`src/rtl/painterengine_gpu_writer_feeder.sv`:
```
// painterengine_gpu_writer_feeder
//   Pixel staging stage in front of one lane of the GPU DMA writer. It takes
//   source pixels over valid/ready. Each pixel is converted to ARGB8888, or a
//   solid fill colour is generated instead. Pixels are buffered in a
//   first-word-fall-through FIFO, and the stage stops after exactly the
//   programmed pixel count.
//
// Ports
//   i_wire_clock, i_wire_resetn     clock, asynchronous active-low reset
//   i_wire_start                    one-cycle job start (IDLE/DONE only)
//   i_wire_length/format/color      job setup, sampled on start
//   i_wire_src_data/src_valid       source pixel stream
//   o_wire_src_ready                source pixel accepted when valid&&ready
//   o_wire_data/data_valid          FIFO head presented to the writer lane
//   i_wire_data_next                writer consumed o_wire_data this cycle
//   o_wire_level                    FIFO occupancy (0..depth)
//   o_wire_busy/done/error          RUN|DRAIN / DONE / ERROR state flags
//   o_wire_error_type               1 zero length, 2 bad format, 3 next w/o valid
module painterengine_gpu_writer_feeder #(
    parameter int         PARAM_DEPTH_LOG2 = 4,
    parameter logic [7:0] PARAM_ALPHA      = 8'hFF
) (
    input  logic                        i_wire_clock,
    input  logic                        i_wire_resetn,
    input  logic                        i_wire_start,
    input  logic [31:0]                 i_wire_length,
    input  logic [1:0]                  i_wire_format,
    input  logic [31:0]                 i_wire_color,
    input  logic [31:0]                 i_wire_src_data,
    input  logic                        i_wire_src_valid,
    output logic                        o_wire_src_ready,
    output logic [31:0]                 o_wire_data,
    output logic                        o_wire_data_valid,
    input  logic                        i_wire_data_next,
    output logic [PARAM_DEPTH_LOG2:0]   o_wire_level,
    output logic                        o_wire_busy,
    output logic                        o_wire_done,
    output logic                        o_wire_error,
    output logic [1:0]                  o_wire_error_type
);

    localparam int DEPTH   = 1 << PARAM_DEPTH_LOG2;
    localparam int LEVEL_W = PARAM_DEPTH_LOG2 + 1;
    localparam logic [PARAM_DEPTH_LOG2:0] LEVEL_FULL = LEVEL_W'(DEPTH);

    localparam logic [2:0] ST_IDLE  = 3'd0;
    localparam logic [2:0] ST_RUN   = 3'd1;
    localparam logic [2:0] ST_DRAIN = 3'd2;
    localparam logic [2:0] ST_DONE  = 3'd3;
    localparam logic [2:0] ST_ERROR = 3'd4;

    logic [2:0]                  state;
    logic [31:0]                 length;
    logic [1:0]                  format;
    logic [31:0]                 color;
    logic [31:0]                 in_count;
    logic [31:0]                 out_count;
    logic [PARAM_DEPTH_LOG2-1:0] wr_ptr;
    logic [PARAM_DEPTH_LOG2-1:0] rd_ptr;
    logic [PARAM_DEPTH_LOG2:0]   level;
    logic [1:0]                  error_type;
    logic [31:0]                 mem [DEPTH];

    logic        active;
    logic        full;
    logic        room;
    logic        push;
    logic        pop;
    logic        data_valid;
    logic        proto_err;
    logic [31:0] pixel;

    assign active     = (state == ST_RUN) || (state == ST_DRAIN);
    // Full comes from the registered level, so a pop in the same cycle
    // never makes room for a push.
    assign full       = (level == LEVEL_FULL);
    assign room       = (in_count < length);
    assign push       = (state == ST_RUN) && (i_wire_src_valid || format == 2'd2)
                        && !full && room;
    assign data_valid = active && (level != '0);
    assign pop        = i_wire_data_next && data_valid;
    assign proto_err  = active && i_wire_data_next && !data_valid;

    always_comb begin
        pixel = i_wire_src_data;
        case (format)
            2'd1: pixel = {PARAM_ALPHA,
                           i_wire_src_data[15:11], i_wire_src_data[15:13],
                           i_wire_src_data[10:5],  i_wire_src_data[10:9],
                           i_wire_src_data[4:0],   i_wire_src_data[4:2]};
            2'd2: pixel = color;
            default: pixel = i_wire_src_data;
        endcase
    end

    always_ff @(posedge i_wire_clock or negedge i_wire_resetn) begin
        if (!i_wire_resetn) begin
            state      <= ST_IDLE;
            length     <= '0;
            format     <= '0;
            color      <= '0;
            in_count   <= '0;
            out_count  <= '0;
            wr_ptr     <= '0;
            rd_ptr     <= '0;
            level      <= '0;
            error_type <= '0;
            // The storage is cleared too, so the combinational head reads 0 in reset.
            for (int unsigned i = 0; i < DEPTH; i++) begin
                mem[i] <= '0;
            end
        end else begin
            case (state)
                ST_IDLE, ST_DONE: begin
                    if (i_wire_start) begin
                        length    <= i_wire_length;
                        format    <= i_wire_format;
                        color     <= i_wire_color;
                        in_count  <= '0;
                        out_count <= '0;
                        wr_ptr    <= '0;
                        rd_ptr    <= '0;
                        level     <= '0;
                        if (i_wire_length == '0) begin
                            state      <= ST_ERROR;
                            error_type <= 2'd1;
                        end else if (i_wire_format == 2'd3) begin
                            state      <= ST_ERROR;
                            error_type <= 2'd2;
                        end else begin
                            state <= ST_RUN;
                        end
                    end
                end
                ST_RUN, ST_DRAIN: begin
                    if (proto_err) begin
                        state      <= ST_ERROR;
                        error_type <= 2'd3;
                    end else begin
                        if (push) begin
                            mem[wr_ptr] <= pixel;
                            wr_ptr      <= wr_ptr + 1'b1;
                            in_count    <= in_count + 32'd1;
                            if (in_count + 32'd1 == length) begin
                                state <= ST_DRAIN;
                            end
                        end
                        if (pop) begin
                            rd_ptr    <= rd_ptr + 1'b1;
                            out_count <= out_count + 32'd1;
                            if ((state == ST_DRAIN) && (out_count + 32'd1 == length)) begin
                                state <= ST_DONE;
                            end
                        end
                        if (push && !pop) begin
                            level <= level + 1'b1;
                        end else if (!push && pop) begin
                            level <= level - 1'b1;
                        end
                    end
                end
                ST_ERROR: begin
                    state <= ST_ERROR;
                end
                default: begin
                    state <= ST_IDLE;
                end
            endcase
        end
    end

    assign o_wire_src_ready  = (state == ST_RUN) && (format != 2'd2) && !full && room;
    assign o_wire_data       = mem[rd_ptr];
    assign o_wire_data_valid = data_valid;
    assign o_wire_level      = level;
    assign o_wire_busy       = active;
    assign o_wire_done       = (state == ST_DONE);
    assign o_wire_error      = (state == ST_ERROR);
    assign o_wire_error_type = error_type;

endmodule

```
`config.mk`:
```
export PLATFORM = sky130hd
export DESIGN_NAME = painterengine_gpu_writer_feeder
export DESIGN_NICKNAME = d
export VERILOG_FILES = /design/src/rtl/painterengine_gpu_writer_feeder.sv
export SDC_FILE = /design/constraint.sdc
export NUM_CORES = 1
export LEC_CHECK = 0
export ABC_CLOCK_PERIOD_IN_PS = 7300
export CORE_ASPECT_RATIO = 0.8
export CORE_MARGIN = 1.5
export CORE_UTILIZATION = 42
export CTS_BUF_LIST = sky130_fd_sc_hd__clkbuf_4 sky130_fd_sc_hd__clkbuf_8 sky130_fd_sc_hd__clkbuf_16
export CTS_CLUSTER_SIZE = 30
export DETAILED_ROUTE_END_ITERATION = 12
export SYNTH_ARGS = -nofsm -noshare
export SYNTH_HDL_FRONTEND = slang
export SYNTH_SLANG_ARGS = --single-unit
```
`constraint.sdc`:
```
create_clock -name i_wire_clock -period 7.3 [get_ports i_wire_clock]
set_input_delay 1.825 -clock i_wire_clock [delete_from_list [all_inputs] [get_ports i_wire_clock]]
set_output_delay 1.825 -clock i_wire_clock [all_outputs]
set_load 0.05 [all_outputs]
```
Yosys cells after proc, flatten, opt, wreduce, memory -nomap -nowiden
Cells that the tools add are included.
{"block": "classes", "order_cmp": 4, "n_bitwise": 3, "n_eq_ne": 18, "add_sub_neg": 6, "muxes": 40, "reduce_logical": 32}
{"operator": "$bwmux 512", "n": 1}
{"operator": "$mux 32", "n": 8}
{"operator": "$pmux 32 s2", "n": 3}
{"operator": "$bmux 32 s4", "n": 1}
{"operator": "$demux 32 s4", "n": 1}
{"operator": "$add 32x1->32 const B", "n": 2}
{"operator": "$eq 32x32->1", "n": 2}
{"operator": "$logic_not 32->1", "n": 1}
{"operator": "$lt 32x32->1", "n": 1}
{"operator": "$mux 3", "n": 8}
{"operator": "$mux 4", "n": 5}
{"operator": "$mux 5", "n": 4}
{"operator": "$pmux 4 s2", "n": 2}
{"operator": "$reduce_and 4->1", "n": 4}
{"operator": "$logic_and 1x1->1", "n": 14}
{"operator": "$ne 2x2->1 const B", "n": 6}
{"operator": "$ge 5x5->1 const B", "n": 2}
{"operator": "$not 4->5", "n": 2}
{"operator": "$pmux 5 s2", "n": 1}
{"operator": "$pmux 3 s3", "n": 1}
{"operator": "$add 4x1->4 const B", "n": 2}
{"operator": "$mux 2", "n": 4}
{"operator": "$eq 3x2->1 const B", "n": 2}
{"operator": "$ne 3x3->1 const B", "n": 2}
{"operator": "other kinds (18)", "n": 24}
{"block": "word_totals", "inputBits": 103, "out_inout_bits": 44, "register_bits": 660}

Depth between registers and ports, before layout
Gate-level depths: netlist of the first run.
{"block": "depth", "ltp_word": 11, "mapped_depth": 18, "ltp_nobuf": 17}

Worst setup path after synthesis of the first run
Ideal clock, no wire load.
{"block": "synth_path", "path_kind": "reg2out", "start": "register rd_ptr[0]", "end": "output port o_wire_data[0]", "t_arrival_ns": 2.524, "setup_slack_ns": 2.951, "path_stages_with_launch": 6, "n_path_buf": 3, "cell_sequence": "dfrtp_1 > clkbuf_1 > clkbuf_1 > buf_1 > mux4_2 > mux4_2"}
{"block": "synth_between", "elab_chain_cells": 4}
{"element": "start: declaration", "line_no": "59", "text": "logic [PARAM_DEPTH_LOG2-1:0] rd_ptr;"}
{"element": "start signal: assignment", "line_no": "149", "text": "rd_ptr <= rd_ptr + 1'b1;"}
{"element": "$not 4->5 (implied by the code)", "line_no": "173", "text": "assign o_wire_data = mem[rd_ptr];"}
{"element": "$bmux 32 s4", "line_no": "173"}
{"element": "$mux 32 (implied by the code) (2 in series)", "line_no": "173"}
{"element": "end: declaration", "line_no": "32", "text": "output logic [31:0] o_wire_data,"}
No other way between the ends. The select of a mux whose other input is x is not followed.

Final worst setup path of the first run
{"block": "layout_path", "start": "register rd_ptr[0]", "end": "output port o_wire_data[30]"}
Same word-level chain as after synthesis.

==> out/metrics.cfg, run 1 <==
[global_route]
grt_overflow=0
grt_pass1_vias=24114
grt_max_degree=184
grt_pass1_wl_um=149000
track_usage=0.246
antenna_found_initial=3

[synthesis]
avgSynthCellArea_sq_um=11.0
yosysMostFrequentCell=dfrtp_1
syn_area_sq_mm=0.0326
async_flop_share=1.00
seq_area_frac_synth=0.507
synth_flop_cell=dfrtp_1
synth_area_leaders=dfrtp_1, mux4_2, mux2_2
synth_nets=3100
synth_area_leader_cell=dfrtp_1
synth.ff_latch_count=660
synth_commonest_cells=dfrtp_1, nand2_1, o21ai_0, mux2_2, mux4_2
yosysUniqueCellTypes=73
yosysTopAreaCellShare=0.507
synth_edf_count=0
synthCells=2951
yosys_warnings=0

[power_and_ir_drop]
switching_share=0.379
switching_power_mw=4.63
combPwrFrac=0.334
leakagePower_nw=16.1
p_per_area_mw_per_mm2=329
ir_drop_v=0.000257
pwr-share-clk=0.294
sequentialPowerShare=0.372
p_int_mw=7.60

[sta]
drv_slew=0
period_needed_ps=5760
timing.fmax_ghz=0.173
rsz0062_at_grt=false
relSlewSlack=0.214
setup_tns_ps=0
finClkSkew_ps=25.6
final_hold_viol_count=0
finalWorstSetupSlack_ps=1540
finalSetupViolations=0
fin_crit_sh=0.790
worst_pin_slew_ps=1180

[route]
firstDrtPassIters=5
drc=0
drt_iter0_drc=2010
via_per_inst=5.89
totalWireLength_um=96200
avgRoutedWirePerCell_um=23.6
vias=23983
ant_nets=0

[worst_setup_path]
path_class=reg2out
crit_family=buffers and inverters
worstSetupStartpointType=flip-flop
slowest_stage=dfrtp_4
slowest_delay_ps=880
worstPathCellList=buf_4 > mux4_2 > mux4_2 > clkdlybuf4s50_1
worst-path-buf-inv=2
arrival_ps=3940
path_max_fanout=34
crit_path_end_kind=output pin
cpMostUsedCell=mux4_2
worst_ep_required_time_ps=5480

[run]
max_cap_violations=0

[floorplanning]
fp.coreArea_sq_mm=0.0770
ios=147
rows=91
fp.dieW_um=314
die_area_sq_mm=0.0793
die_h_um=252
start_util=0.423

[outcome]
status=complete, no violations

[placed_design]
post-place-ws_ps=1960
port_buffers=146
hpwl_um=61400
routabilityCongestion=0.885

[finish]
nets=3150
drive_gt1_frac=0.190
fin_util=0.484
area_delta_synth_final_pct=14.3
diodes=0

[clock_network]
htree_num_levels=3
clockBufferDepth=3
clk_pin_slew_worst_paths_ps=60
cts_hold_buf=0
cts_tree=yes
numCtsBuffers=70
clock_sinks=660
clkLatencyLatePin_ps=620
cts_setup_buffers=0
cts-resized-gates=0
root_buffer=clkbuf_16

[worst_hold_path]
hold_class=reg2reg

routing by layer:
metal / share of wire / GRT usage
met2: 0.43 / 0.360
met4: 0.021 / 0.0585
met1: 0.46 / 0.370
met3: 0.083 / 0.0574
met5: 0.00015 / 0
sequential cells by signal, summed over array words and instances, names as in the netlist:
name and cells:
mem 512, o_wire_level 5, rd_ptr 4, o_wire_error_type 2, length 32, format 2
wr_ptr 4, out_count 32, in_count 32, state 3, color 32
logic make-up after synthesis:
logic type               after synthesis  synth area share
AO/OA/AOI/OAI                        675             0.117
XOR/XNOR                              91            0.0245
buffers and inverters                260            0.0310
adder cells (fa/ha/maj)               46            0.0179
AND/OR/NAND/NOR                      827             0.112
flip-flops                           660             0.507
multiplexers                         392             0.190
cells in the final DEF (no fill, tap or decap), drive strengths merged, types with 22 or more instances in the layout:
master / instances
xnor2: 55
o31ai: 31
mux2: 226
a21oi: 49
inv: 52
o21ai: 463
nor3: 22
ha: 45
clkdlybuf4s50: 145
o21a: 36
xor2: 36
buf: 43
nand2: 535
nand4: 38
clkbuf: 99
a22oi: 26
nor2: 80
nand3: 46
and3: 22
mux4: 160
dfrtp: 660
through the flow:
step                      std cells  total power [mW]  cell area (sq um)  hold WS (ps)
final                          4071              12.2              37200           474
after global routing           4071              12.9              37200           498
after detailed placement       3952              8.65              35000           466
after floorplan                2951              7.11              32600           445
after CTS                      4071              12.3              37200           478
after global placement         3952              8.55              35000           456
power groups by stage:
| stage | Combinational, mW | Sequential, mW | Clock, mW |
|---|---|---|---|
| finish | 4.09 | 4.55 | 3.60 |
| detailed placement | 4.06 | 4.59 | 0 |
| floorplan | 2.69 | 4.41 | 0 |
| global placement | 3.98 | 4.57 | 0 |
| global route | 4.44 | 4.60 | 3.83 |
| CTS | 4.08 | 4.53 | 3.68 |
final timing paths:
| path | start | endpoint | slack [ps] | depth (start not counted) |
|---|---|---|---|---|
| worst min-delay path | mem[25] | mem[25] | 470 | 2 |
| worst max-delay path | rd_ptr[0] | o_wire_data[30] | 1540 | 4 |
| min in group asynchronous | i_wire_resetn | out_count[15] | 1230 | 1 |
| worst max register to register | state[1] | state[0] | 1810 | 14 |
| worst min register to register | mem[25] | mem[25] | 470 | 2 |
| max in group asynchronous | i_wire_resetn | mem[274] | 4570 | 2 |
worst min-delay path: stages (launching register included):
cell and delay [ps]:
dfrtp_1 340, nand2_1 50, o21ai_0 60
final cells by class:
| cell class | count | area, sq um |
|---|---|---|
| fillers | 6957 | 39700 |
| flip-flops and latches | 660 | 16500 |
| multi-input cells | 2031 | 15100 |
| clock buffers | 99 | 2060 |
| repair buffers | 188 | 1830 |
| well taps | 1023 | 1280 |
| clock inverters | 20 | 231 |
| inverters | 50 | 188 |
(Power assumes the default switching activity.)
==> run 2, diff against run 1 <==
--- a/config.mk
+++ b/config.mk
@@ -5,7 +5,7 @@
 export SDC_FILE = /design/constraint.sdc
 export NUM_CORES = 1
 export LEC_CHECK = 0
-export ABC_CLOCK_PERIOD_IN_PS = 7300
+export ABC_CLOCK_PERIOD_IN_PS = 5800
 export CORE_ASPECT_RATIO = 0.8
 export CORE_MARGIN = 1.5
 export CORE_UTILIZATION = 42
==> constraint.sdc (replaced) <==
create_clock -name i_wire_clock -period 5.8 [get_ports i_wire_clock]
set_input_delay 1.45 -clock i_wire_clock [delete_from_list [all_inputs] [get_ports i_wire_clock]]
set_output_delay 1.45 -clock i_wire_clock [all_outputs]
set_load 0.05 [all_outputs]
==> out/metrics.cfg, run 2 (synthesis results as in run 1) <==
[route]
firstDrtPassIters=6
totalWireLength_um=96500
avgRoutedWirePerCell_um=23.6
drt_iter0_drc=2319
ant_nets=0
drc=0
via_per_inst=5.91
vias=24156

[worst_setup_path]
crit-reg2reg-launch=state[1]
crit_path_end_kind=output pin
r2r_end=o_wire_level[4]
path_class=reg2out
r2r_cells=14
arrival_ps=3720
startpoint=rd_ptr[0]
worstSetupStartpointType=flip-flop
worst_ep_required_time_ps=4350
r2r_setup_slack_ps=1470
crit_path_end=o_wire_data[20]
path_max_fanout=21

[global_route]
grt_max_degree=171
track_usage=0.248
antenna_found_initial=2
grt_pass1_vias=24249
grt_overflow=0
grt_pass1_wl_um=150000

[sta]
finalSetupViolations=0
setup_tns_ps=0
finClkSkew_ps=21.0
final_hold_viol_count=0
rsz0062_at_grt=false
worst_pin_slew_ps=1190
fin_crit_sh=0.892
period_needed_ps=5170
timing.fmax_ghz=0.193
relSlewSlack=0.205
finalWorstSetupSlack_ps=629
drv_slew=0

[floorplanning]
fp.dieW_um=314
fp.coreArea_sq_mm=0.0770
rows=91
die_area_sq_mm=0.0793
ios=147
die_h_um=252
start_util=0.423

[worst_hold_path]
min_delay_path_depth=2
hold_class=reg2reg

[clock_network]
root_buffer=clkbuf_16
cts_setup_buffers=0
clock_sinks=660
clkLatencyLatePin_ps=630
htree_num_levels=3
numCtsBuffers=71
clk_pin_slew_worst_paths_ps=60
cts_tree=yes
clockBufferDepth=3
cts-resized-gates=0
cts_hold_buf=0

[finish]
nets=3158
drive_gt1_frac=0.193
num-fill-cells=6948
final_common_cell=dfrtp_1
seq_area_sq_mm=0.0165
largest_register_ffs=512
area_delta_synth_final_pct=15.0
fin_util=0.487
diodes=0
largest-register=mem
multi_input_area_sq_mm=0.0151
mostFrequentLayoutCells=dfrtp_1, nand2_1, o21ai_0

[placed_design]
port_buffers=146
post-place-ws_ps=1230
routabilityCongestion=0.885
hpwl_um=61900

[outcome]
status=complete, no violations

[power_and_ir_drop]
ir_drop_v=0.000286
p_per_area_mw_per_mm2=413
leakagePower_nw=16.2

[run]
max_cap_violations=0

## run 2: critical path: stages, from the launching register on
cell and delay [ps]:
dfrtp_4 720, buf_4 370, buf_4 260, mux4_2 520, mux4_2 490, clkdlybuf4s50_1 720
## run 2: per-stage QoR
step           cells  total power [mW]  instance area, sq um  hold WS, ps
2_1_floorplan   2951              8.94                 32600          445
3_3_place_gp    3959              10.7                 35100          457
5_1_grt         4084              16.3                 37500          498
6_report        4084              15.5                 37500          473
3_5_place_dp    3959              10.9                 35100          464
4_1_cts         4084              15.6                 37500          479
## run 2: how the worst min path moves through the flow
| stage | endpoint | slack (ps) | startpoint |
|---|---|---|---|
| floorplan | mem[160] | 440 | mem[160] |
| global placement | mem[234] | 460 | mem[234] |
| detailed placement | color[29] | 460 | color[29] |
| CTS | mem[269] | 480 | mem[269] |
| global route | mem[28] | 500 | mem[28] |
| finish | mem[173] | 470 | mem[173] |
## run 2: layer usage
| metal | up-vias | global-route usage | wire (um) |
|---|---|---|---|
| met5 | - | 0 | 13 |
| met4 | 2 | 0.0548 | 1660 |
| met3 | 123 | 0.0533 | 7690 |
| met2 | 853 | 0.373 | 42900 |
| met1 | 12456 | 0.368 | 44300 |
| li1 | 10722 | - | - |
## run 2: area by class of cell
| cell class | count | area share |
|---|---|---|
| flip-flops and latches | 660 | 0.441 |
| multi-input cells | 2031 | 0.404 |
| clock buffers | 97 | 0.0545 |
| repair buffers | 195 | 0.0533 |
| well taps | 1023 | 0.0342 |
| clock inverters | 28 | 0.00858 |
| inverters | 50 | 0.00501 |
## run 2: report_power, final
group / leakage (nW) / total (mW) / internal (mW) / switching, mW
registers: 9.03 / 5.70 / 5.15 / 0.550
logic: 5.94 / 5.16 / 1.78 / 3.38
clock network: 1.20 / 4.62 / 2.71 / 1.91
total: 16.2 / 15.5 / 9.64 / 5.85
==> run 3, diff against run 2 <==
--- a/config.mk
+++ b/config.mk
@@ -12,6 +12,7 @@
 export CTS_BUF_LIST = sky130_fd_sc_hd__clkbuf_4 sky130_fd_sc_hd__clkbuf_8 sky130_fd_sc_hd__clkbuf_16
 export CTS_CLUSTER_SIZE = 30
 export DETAILED_ROUTE_END_ITERATION = 12
+export PLACE_DENSITY = 0.61
 export SYNTH_ARGS = -nofsm -noshare
 export SYNTH_HDL_FRONTEND = slang
 export SYNTH_SLANG_ARGS = --single-unit
==> out/metrics.cfg, run 3 (synthesis results as in run 1) <==
[worst_setup_path]
r2r_end=o_wire_level[4]
path_max_fanout=56
worstSetupStartpointType=flip-flop
path_class=reg2out
r2r_setup_slack_ps=1370
arrival_ps=3840
crit-reg2reg-launch=state[1]
r2r_cells=14
crit_path_end_kind=output pin
worst_ep_required_time_ps=4350

[placed_design]
port_buffers=146
dp.cells=3967
post-place-ws_ps=1160
hpwl_um=64100
detailed_place.area_sq_mm=0.0351
routabilityCongestion=0.882

[finish]
largest_register_ffs=512
final_common_cell=dfrtp_1
diodes=0
nets=3164
final_area_sq_mm=0.0376
multi_input_area_sq_mm=0.0151
largest-register=mem
mostFrequentLayoutCells=dfrtp_1, nand2_1, o21ai_0
num-fill-cells=6887
area_delta_synth_final_pct=15.2
seq_area_sq_mm=0.0165
drive_gt1_frac=0.195
final_cell_count_no_fill=4089

[route]
drc=0
drt_iter0_drc=2245
ant_nets=0
totalWireLength_um=98000
vias=24216
avgRoutedWirePerCell_um=24.0
firstDrtPassIters=5
via_per_inst=5.92

[floorplanning]
start_util=0.423
die_area_sq_mm=0.0793
rows=91
ios=147
fp.dieW_um=314
die_h_um=252
fp.coreArea_sq_mm=0.0770

[power_and_ir_drop]
combPwrFrac=0.330
pwr-share-clk=0.305
p_int_mw=9.77
switching_power_mw=5.85
switching_share=0.375
ir_drop_v=0.000277
p_per_area_mw_per_mm2=416
leakagePower_nw=16.2
sequentialPowerShare=0.365

[outcome]
status=complete, no violations

[clock_network]
clockBufferDepth=3
clock_sinks=660
cts_hold_buf=0
clk_pin_slew_worst_paths_ps=60
cts-resized-gates=0
numCtsBuffers=69
cts_tree=yes
cts_setup_buffers=0
htree_num_levels=3
clkLatencyLatePin_ps=630
root_buffer=clkbuf_16

[sta]
relSlewSlack=0.236
timing.fmax_ghz=0.189
finalWorstSetupSlack_ps=506
finClkSkew_ps=25.8
period_needed_ps=5290
setup_tns_ps=0
fin_crit_sh=0.913
drv_slew=0
worst_pin_slew_ps=1140
finalSetupViolations=0
rsz0062_at_grt=false
final_hold_viol_count=0

[worst_hold_path]
hold_class=reg2reg
min_delay_path_depth=2
min_to=mem[157]
worstHoldStart=mem[157]

[run]
max_cap_violations=0

[global_route]
grt_overflow=0
track_usage=0.252
grt_max_degree=141
grt_pass1_vias=24579
grt_pass1_wl_um=152000
antenna_found_initial=5

## run 3: how the worst max path moves through the flow
stage	startpoint	endpoint	slack (ps)	cells after the start
after floorplan	o_wire_level[1]	o_wire_level[4]	1700	16
after global placement	rd_ptr[1]	o_wire_data[6]	1190	4
after detailed placement	rd_ptr[1]	o_wire_data[6]	1160	4
after CTS	rd_ptr[1]	o_wire_data[6]	470	4
after global routing	rd_ptr[1]	o_wire_data[7]	410	4
final	rd_ptr[1]	o_wire_data[6]	510	4
## run 3: layout make-up
cell class | instances | share of cell area
inverter | 50 | 0.00500
timing repair buffer | 203 | 0.0531
sequential | 660 | 0.440
multi-input combinational | 2031 | 0.403
tap | 1023 | 0.0341
clock buffer | 92 | 0.0529
clock inverter | 30 | 0.0121
## run 3: per-stage QoR
step / hold slack [ps] / utilization / power (mW)
floorplan: 445 / - / 8.94
detailed placement: 464 / 0.456 / 10.9
CTS: 478 / 0.488 / 15.7
global route: 491 / 0.488 / 16.4
global placement: 457 / 0.456 / 10.8
finish: 474 / 0.488 / 15.6
## run 3: routing by layer
layer	routed length, um	vias to the layer above	part of all wire	track usage
li1	-	10736	-	-
met1	44700	12431	0.46	0.375
met2	42400	920	0.43	0.370
met3	8950	123	0.091	0.0637
met4	1950	6	0.020	0.0580
met5	37	-	0.00038	0
## run 3: worst max-delay path, stage by stage, from the launching register on
cell and delay (ps):
dfrtp_4 1060, buf_4 490, mux4_2 360, mux4_2 570, clkdlybuf4s50_1 740
## run 3: power by group through the flow
stage,logic [mW],registers (mW),clock network (mW)
CTS,5.15,5.69,4.85
global route,5.61,5.77,5.04
global placement,5.02,5.75,0
finish,5.16,5.71,4.76
detailed placement,5.12,5.77,0
floorplan,3.39,5.55,0
